===== src/rtl/riscv_coredpathrespqueue_pkg.sv =====
// riscv_coredpathrespqueue_pkg: load-extraction function encodings shared with the
// control unit's dmemresp mux select.
package riscv_coredpathrespqueue_pkg;
    typedef enum logic [2:0] {
        FN_FULL = 3'd0,
        FN_LB   = 3'd1,
        FN_LBU  = 3'd2,
        FN_LH   = 3'd3,
        FN_LHU  = 3'd4,
        FN_LW   = 3'd5,
        FN_LWU  = 3'd6,
        FN_ZERO = 3'd7
    } load_fn_e;
endpackage


===== src/rtl/riscv_coredpathrespqueue_if.sv =====
// riscv_coredpathrespqueue_if: enqueue/dequeue handshake, flush and occupancy
// between data memory, the response queue and the writeback mux.
interface riscv_coredpathrespqueue_if #(parameter int DATA_W = 32, parameter int DEPTH = 4);
    localparam int OFFS_W = $clog2(DATA_W / 8);
    localparam int CNT_W  = $clog2(DEPTH) + 1;
    logic              enq_val;
    logic              enq_rdy;
    logic [DATA_W-1:0] enq_data;
    logic [2:0]        enq_fn;
    logic [OFFS_W-1:0] enq_offset;
    logic              deq_val;
    logic              deq_rdy;
    logic [DATA_W-1:0] deq_data;
    logic              flush;
    logic [CNT_W-1:0]  count;
    modport master (output enq_val, enq_data, enq_fn, enq_offset, deq_rdy, flush,
                    input enq_rdy, deq_val, deq_data, count);
    modport slave  (input enq_val, enq_data, enq_fn, enq_offset, deq_rdy, flush,
                    output enq_rdy, deq_val, deq_data, count);
endinterface


===== src/rtl/riscv_coredpathrespqueue_extract.sv =====
// riscv_coredpathrespqueue_extract: subword load extraction with byte-offset shift
// and sign/zero extension to the memory word width.
module riscv_coredpathrespqueue_extract
    import riscv_coredpathrespqueue_pkg::*;
#(
    parameter int DATA_W = 32,
    localparam int OFFS_W = $clog2(DATA_W / 8)
) (
    input  logic [DATA_W-1:0] data,
    input  logic [2:0]        fn,
    input  logic [OFFS_W-1:0] offset,
    output logic [DATA_W-1:0] result
);
    logic [OFFS_W-1:0] oh, ow;
    logic [DATA_W-1:0] sb, sh, sw;
    // halves and words ignore the offset bits below their natural alignment
    assign oh = offset & ~OFFS_W'(1);
    assign ow = offset & ~OFFS_W'(3);
    assign sb = data >> {offset, 3'b000};
    assign sh = data >> {oh, 3'b000};
    assign sw = data >> {ow, 3'b000};
    assign result = fn == FN_LB  ? DATA_W'($signed(sb[7:0]))  :
                    fn == FN_LBU ? DATA_W'(sb[7:0])           :
                    fn == FN_LH  ? DATA_W'($signed(sh[15:0])) :
                    fn == FN_LHU ? DATA_W'(sh[15:0])          :
                    fn == FN_LW  ? DATA_W'($signed(sw[31:0])) :
                    fn == FN_LWU ? DATA_W'(sw[31:0])          :
                    fn == FN_FULL ? data : '0;
endmodule


===== src/rtl/riscv_coredpathrespqueue.sv =====
// riscv_coredpathrespqueue: data-memory response FIFO with enqueue-side extraction,
// zero-latency bypass when empty and synchronous flush.
module riscv_coredpathrespqueue
    import riscv_coredpathrespqueue_pkg::*;
#(
    parameter int DATA_W = 32,
    parameter int DEPTH  = 4
) (
    input logic clk,
    input logic reset,
    riscv_coredpathrespqueue_if.slave q
);
    localparam int CNT_W = $clog2(DEPTH) + 1;
    localparam int PTR_W = $clog2(DEPTH);
    logic [DATA_W-1:0] mem [DEPTH];
    logic [DATA_W-1:0] ext;
    logic [PTR_W-1:0]  rd_ptr, wr_ptr;
    logic [CNT_W-1:0]  cnt;
    logic              empty, deq_fire, enq_fire, buf_deq;
    riscv_coredpathrespqueue_extract #(.DATA_W(DATA_W)) u_extract (
        .data   (q.enq_data),
        .fn     (q.enq_fn),
        .offset (q.enq_offset),
        .result (ext)
    );
    assign empty      = cnt == '0;
    assign q.enq_rdy  = reset && cnt != CNT_W'(DEPTH) && !q.flush;
    assign q.deq_val  = reset && !q.flush && (empty ? q.enq_val : 1'b1);
    assign q.deq_data = empty ? ext : mem[rd_ptr];
    assign q.count    = cnt;
    assign deq_fire   = q.deq_val && q.deq_rdy;
    // a word consumed straight through while empty is never stored
    assign enq_fire   = q.enq_val && q.enq_rdy && !(empty && deq_fire);
    assign buf_deq    = deq_fire && !empty;
    always_ff @(posedge clk or negedge reset) begin
        if (!reset) begin
            rd_ptr <= '0;
            wr_ptr <= '0;
            cnt    <= '0;
        end else if (q.flush) begin
            rd_ptr <= '0;
            wr_ptr <= '0;
            cnt    <= '0;
        end else begin
            rd_ptr <= rd_ptr + PTR_W'(buf_deq);
            wr_ptr <= wr_ptr + PTR_W'(enq_fire);
            cnt    <= cnt + CNT_W'(enq_fire) - CNT_W'(buf_deq);
        end
    end
    always_ff @(posedge clk) begin
        if (enq_fire) mem[wr_ptr] <= ext;
    end
    // a flushed word is dropped, so offering it against a flush is legal
    a_enq_protocol: assert property (@(posedge clk) disable iff (!reset)
        q.enq_val && !q.flush |-> q.enq_rdy);
endmodule


===== src/flat_wrapper.sv =====
// flat-port wrapper written by rule: the top's interface ports become plain ports
module riscv_coredpathrespqueue_flat import riscv_coredpathrespqueue_pkg::*;
#(
    parameter int DATA_W = 32,
    parameter int DEPTH  = 4
)
  (clk, reset, q_enq_val, q_enq_data, q_enq_fn, q_enq_offset, q_deq_rdy, q_flush, q_enq_rdy, q_deq_val, q_deq_data, q_count);
  riscv_coredpathrespqueue_if #(.DATA_W(DATA_W), .DEPTH(DEPTH)) q_i ();
  input logic clk;
  input logic reset;
  input wire logic [$bits(q_i.enq_val)-1:0] q_enq_val;
  input wire logic [$bits(q_i.enq_data)-1:0] q_enq_data;
  input wire logic [$bits(q_i.enq_fn)-1:0] q_enq_fn;
  input wire logic [$bits(q_i.enq_offset)-1:0] q_enq_offset;
  input wire logic [$bits(q_i.deq_rdy)-1:0] q_deq_rdy;
  input wire logic [$bits(q_i.flush)-1:0] q_flush;
  output wire logic [$bits(q_i.enq_rdy)-1:0] q_enq_rdy;
  output wire logic [$bits(q_i.deq_val)-1:0] q_deq_val;
  output wire logic [$bits(q_i.deq_data)-1:0] q_deq_data;
  output wire logic [$bits(q_i.count)-1:0] q_count;
  assign q_i.enq_val = q_enq_val;
  assign q_i.enq_data = q_enq_data;
  assign q_i.enq_fn = q_enq_fn;
  assign q_i.enq_offset = q_enq_offset;
  assign q_i.deq_rdy = q_deq_rdy;
  assign q_i.flush = q_flush;
  assign q_enq_rdy = q_i.enq_rdy;
  assign q_deq_val = q_i.deq_val;
  assign q_deq_data = q_i.deq_data;
  assign q_count = q_i.count;
  riscv_coredpathrespqueue #(.DATA_W(DATA_W), .DEPTH(DEPTH)) u_core (.clk(clk), .reset(reset), .q(q_i));
endmodule

===== config.mk =====
export PLATFORM = sky130hd
export DESIGN_NAME = riscv_coredpathrespqueue_flat
export DESIGN_NICKNAME = d
export VERILOG_FILES = /design/src/rtl/riscv_coredpathrespqueue_pkg.sv /design/src/rtl/riscv_coredpathrespqueue_if.sv /design/src/rtl/riscv_coredpathrespqueue_extract.sv /design/src/rtl/riscv_coredpathrespqueue.sv /design/src/flat_wrapper.sv
export SDC_FILE = /design/constraint.sdc
export NUM_CORES = 1
export LEC_CHECK = 0
export BUFFER_PORTS_ARGS = -buffer_cell sky130_fd_sc_hd__clkbuf_2
export CAP_MARGIN = 25
export CORE_UTILIZATION = 25
export DETAILED_ROUTE_END_ITERATION = 8
export PLACE_DENSITY = 0.46
export SLEW_MARGIN = 20
export SYNTH_ARGS = -nofsm -noshare
export SYNTH_HDL_FRONTEND = slang
export SYNTH_SLANG_ARGS = --single-unit

===== constraint.sdc =====
create_clock -name clk -period 6.4 [get_ports clk]
set_clock_uncertainty 0.15 [all_clocks]
set_input_delay 1.28 -clock clk [delete_from_list [all_inputs] [get_ports clk]]
set_output_delay 1.28 -clock clk [all_outputs]
set_load 0.02 [all_outputs]

==> impl_results.md <==
* Status: complete, no violations
* Clk slew on worst S/H paths at 0.06 ns
* Pwr dens at 296.0 nW/µm²
* RSZ-0062 raised after global routing: false
* Post-Route WL at 16690 µm
* Post-CTS Setup Repair Bufs at 0
* Synthesized area at 6571 µm²
* Avg Cell Area, Syn at 16.15 µm²
* Area of the core at 25470 µm²
* Die Y at 164.1 µm
* Final hold viol count at 0
* Synth Warn # at 0
* Design area at 7845 µm²
* Net count after synthesis at 454
* CP Launch Type: input port
* Clk sinks at 135
* Setup Total Neg Slack at 0 ns
* Most common cell after layout, fill and taps aside: edfxtp_1
* Post-synth EDFFs at 128
* Routed len/inst at 20.26 µm
* Crit-path max FO at 32
* WHS at 0.5055 ns
* Post-DP HPWL at 10840 µm
* Nets at 529
* Comb pwr share at 18.0%
* Antenna violations before repair at 0
* Fin crit share at 81.70%
* Sequential fraction of the synthesis area at 61.16%
* Routability cong. at 0.8394
* Internal power at 0.001719 W
* Slew HR at 44.02%
* CTS tree: yes
* Clk network pwr share at 38.8%
* Worst vdd ir at 0.1685 mV
* Antenna cells at 0
* Distinct cells, synth at 51
* Largest net degree at the start of global routing at 35
* Critical Path RT at 4.97 ns
* DRC Markers at 0
* Synth-to-Final Area Change at 19.38%
* Share of synthesized registers carrying an async set or reset at 5.185%
* FF+latch count, synth at 135
* Root Driver: clkbuf_16
* Hold_buf cts at 0
* WS Path Type: in2out
* Routed via count at 3950
* Cts repair resizes at 0
* Critical Path Sink Type: output port
* TritonCTS buffer count at 17
* Layout fillers at 2501
* Hold Crit Class: reg2reg
* Worst EP arrival at 3.80 ns
* Place WS at 1.138 ns
* Power Total at 0.002322 W
* Layout cells sized above 1 at 41.70%
* Sequential cell fraction of total power at 43.1%
* Global Route Usage Sum at 13.11%
* Die area at 26940 µm²
* Longest Clk Path Bufs at 2
* First-pass DRT Iterations at 6
* Sw Ratio at 25.99%
* Final min period at 5.229 ns
* Worst-margin pin slew at 0.8341 ns
* Main flop type after synthesis: edfxtp_1
* First-pass GRT wire length at 25300 µm
* Pleak at 2.672 nW
* Ports at 79
* Most frequent cells in the layout: 128 x edfxtp_1, 78 x clkbuf_2, 39 x mux2_2
* H-tree levels at 4
* Switching Power at 0.0006035 W
* Setup ws final at 1.171 ns
* Worst-Skew Late Latency at 0.41 ns
* Row count at 58
* Remaining antenna violation count after routing at 0
* Max-cap violations at 0
* I/O Buffers at 78
* Grt ovf at 0
* Max frequency at 191.2 MHz
* Max Slew Vio Count at 0
* Final-report setup violation count at 0
* Initial DRC Count at 236
* DP Area at 7300 µm²
* Die W at 164.1 µm
* DR vias/cell at 4.794
* Initial Utilization at 25.80%
* Mapped Cells at 407
* Number of global-route vias before repair at 4084
[cell usage after synthesis (2+ instances only)]
| cell type | n | area share [%] |
|---|---|---|
| mux2i_1 | 11 | 1.7 |
| nand2b_1 | 4 | 0.38 |
| or2_2 | 2 | 0.19 |
| a21oi_1 | 31 | 2.4 |
| buf_2 | 10 | 0.76 |
| a22oi_1 | 6 | 0.69 |
| nor3_2 | 11 | 1.7 |
| clkbuf_1 | 11 | 0.63 |
| ha_1 | 4 | 0.76 |
| mux4_2 | 32 | 11 |
| nand2_1 | 6 | 0.34 |
| xnor2_1 | 4 | 0.53 |
| edfxtp_1 | 128 | 58 |
| nor2_1 | 10 | 0.57 |
| xor2_1 | 2 | 0.27 |
| o21a_1 | 2 | 0.23 |
| nor3_1 | 4 | 0.30 |
| dfrtp_1 | 7 | 2.7 |
| a221o_1 | 9 | 1.4 |
| nor2b_1 | 5 | 0.48 |
| mux2_2 | 39 | 6.7 |
| o21ai_1 | 4 | 0.30 |
| buf_4 | 5 | 0.57 |
| inv_1 | 8 | 0.46 |
| and3_1 | 3 | 0.29 |
| o21ai_0 | 4 | 0.30 |
| and2_1 | 2 | 0.19 |
| a211oi_1 | 20 | 2.3 |
[final timing paths]
path	startpoint	endpoint	slack, ns	cells after the start
min in group asynchronous	reset	u_core.q.count[2]$_DFF_PN0_	0.57	1
min	u_core.q.count[1]$_DFF_PN0_	u_core.q.count[2]$_DFF_PN0_	0.51	2
max	q_enq_fn[0]	q_deq_data[17]	1.17	7
min reg2reg	u_core.q.count[1]$_DFF_PN0_	u_core.q.count[2]$_DFF_PN0_	0.51	2
max reg2reg	u_core.q.count[1]$_DFF_PN0_	u_core.q.count[2]$_DFF_PN0_	3.49	11
max in group asynchronous	reset	u_core.rd_ptr[0]$_DFF_PN0_	5.33	1
[stage by stage]
step | std cells | util [%]
after floorplan | 407 | -
after global placement | 793 | 28.66
after detailed placement | 793 | 28.66
after CTS | 824 | 30.80
after global routing | 824 | 30.80
final | 824 | 30.80
[metal layers]
layer	vias to the layer above	share of wire [%]	global-route usage, %
li1	1805	-	-
met1	2057	46	17.49
met2	74	49	21.31
met3	14	3.7	2.879
met4	0	1.2	3.662
met5	-	0	0
[power by group through the flow]
stage | sequential, W | clock [W] | combinational (W)
2_1_floorplan | 0.00102 | 0 | 0.000282
3_3_place_gp | 0.00102 | 0 | 0.000423
3_5_place_dp | 0.00102 | 0 | 0.000429
4_1_cts | 0.00100 | 0.000922 | 0.000431
5_1_grt | 0.00100 | 0.000958 | 0.000455
6_report | 0.00100 | 0.000902 | 0.000419
[flip-flops by register name, summed over array words and instances (netlist names)]
register	cells
u_core.mem	128
u_core.q.count	3
u_core.wr_ptr	2
u_core.rd_ptr	2
[layout make-up]
type	count	area, µm²	share of cell area, %
clock buffer	20	436.7	5.566
clock inverter	11	108.9	1.388
inverter	9	33.78	0.4306
multi-input combinational	234	2390	30.46
sequential	135	4020	51.24
tap	330	412.9	5.263
timing repair buffer	85	442.9	5.646
[critical path, stage by stage]
cell	delay, ns
clkbuf_2	0.53
nand2b_1	0.21
o21ai_1	0.71
a21oi_1	0.08
nor3_1	0.53
mux2_2	0.28
clkbuf_2	0.17
[cells by family after synthesis]
group	synth area share [%]
simple gates	5.312
xor+xnor	0.7997
buf+inv	2.780
flops	61.16
compound gates	9.006
fa+ha+maj	1.219
mux	19.73
Power figures use the tool's default switching activity.
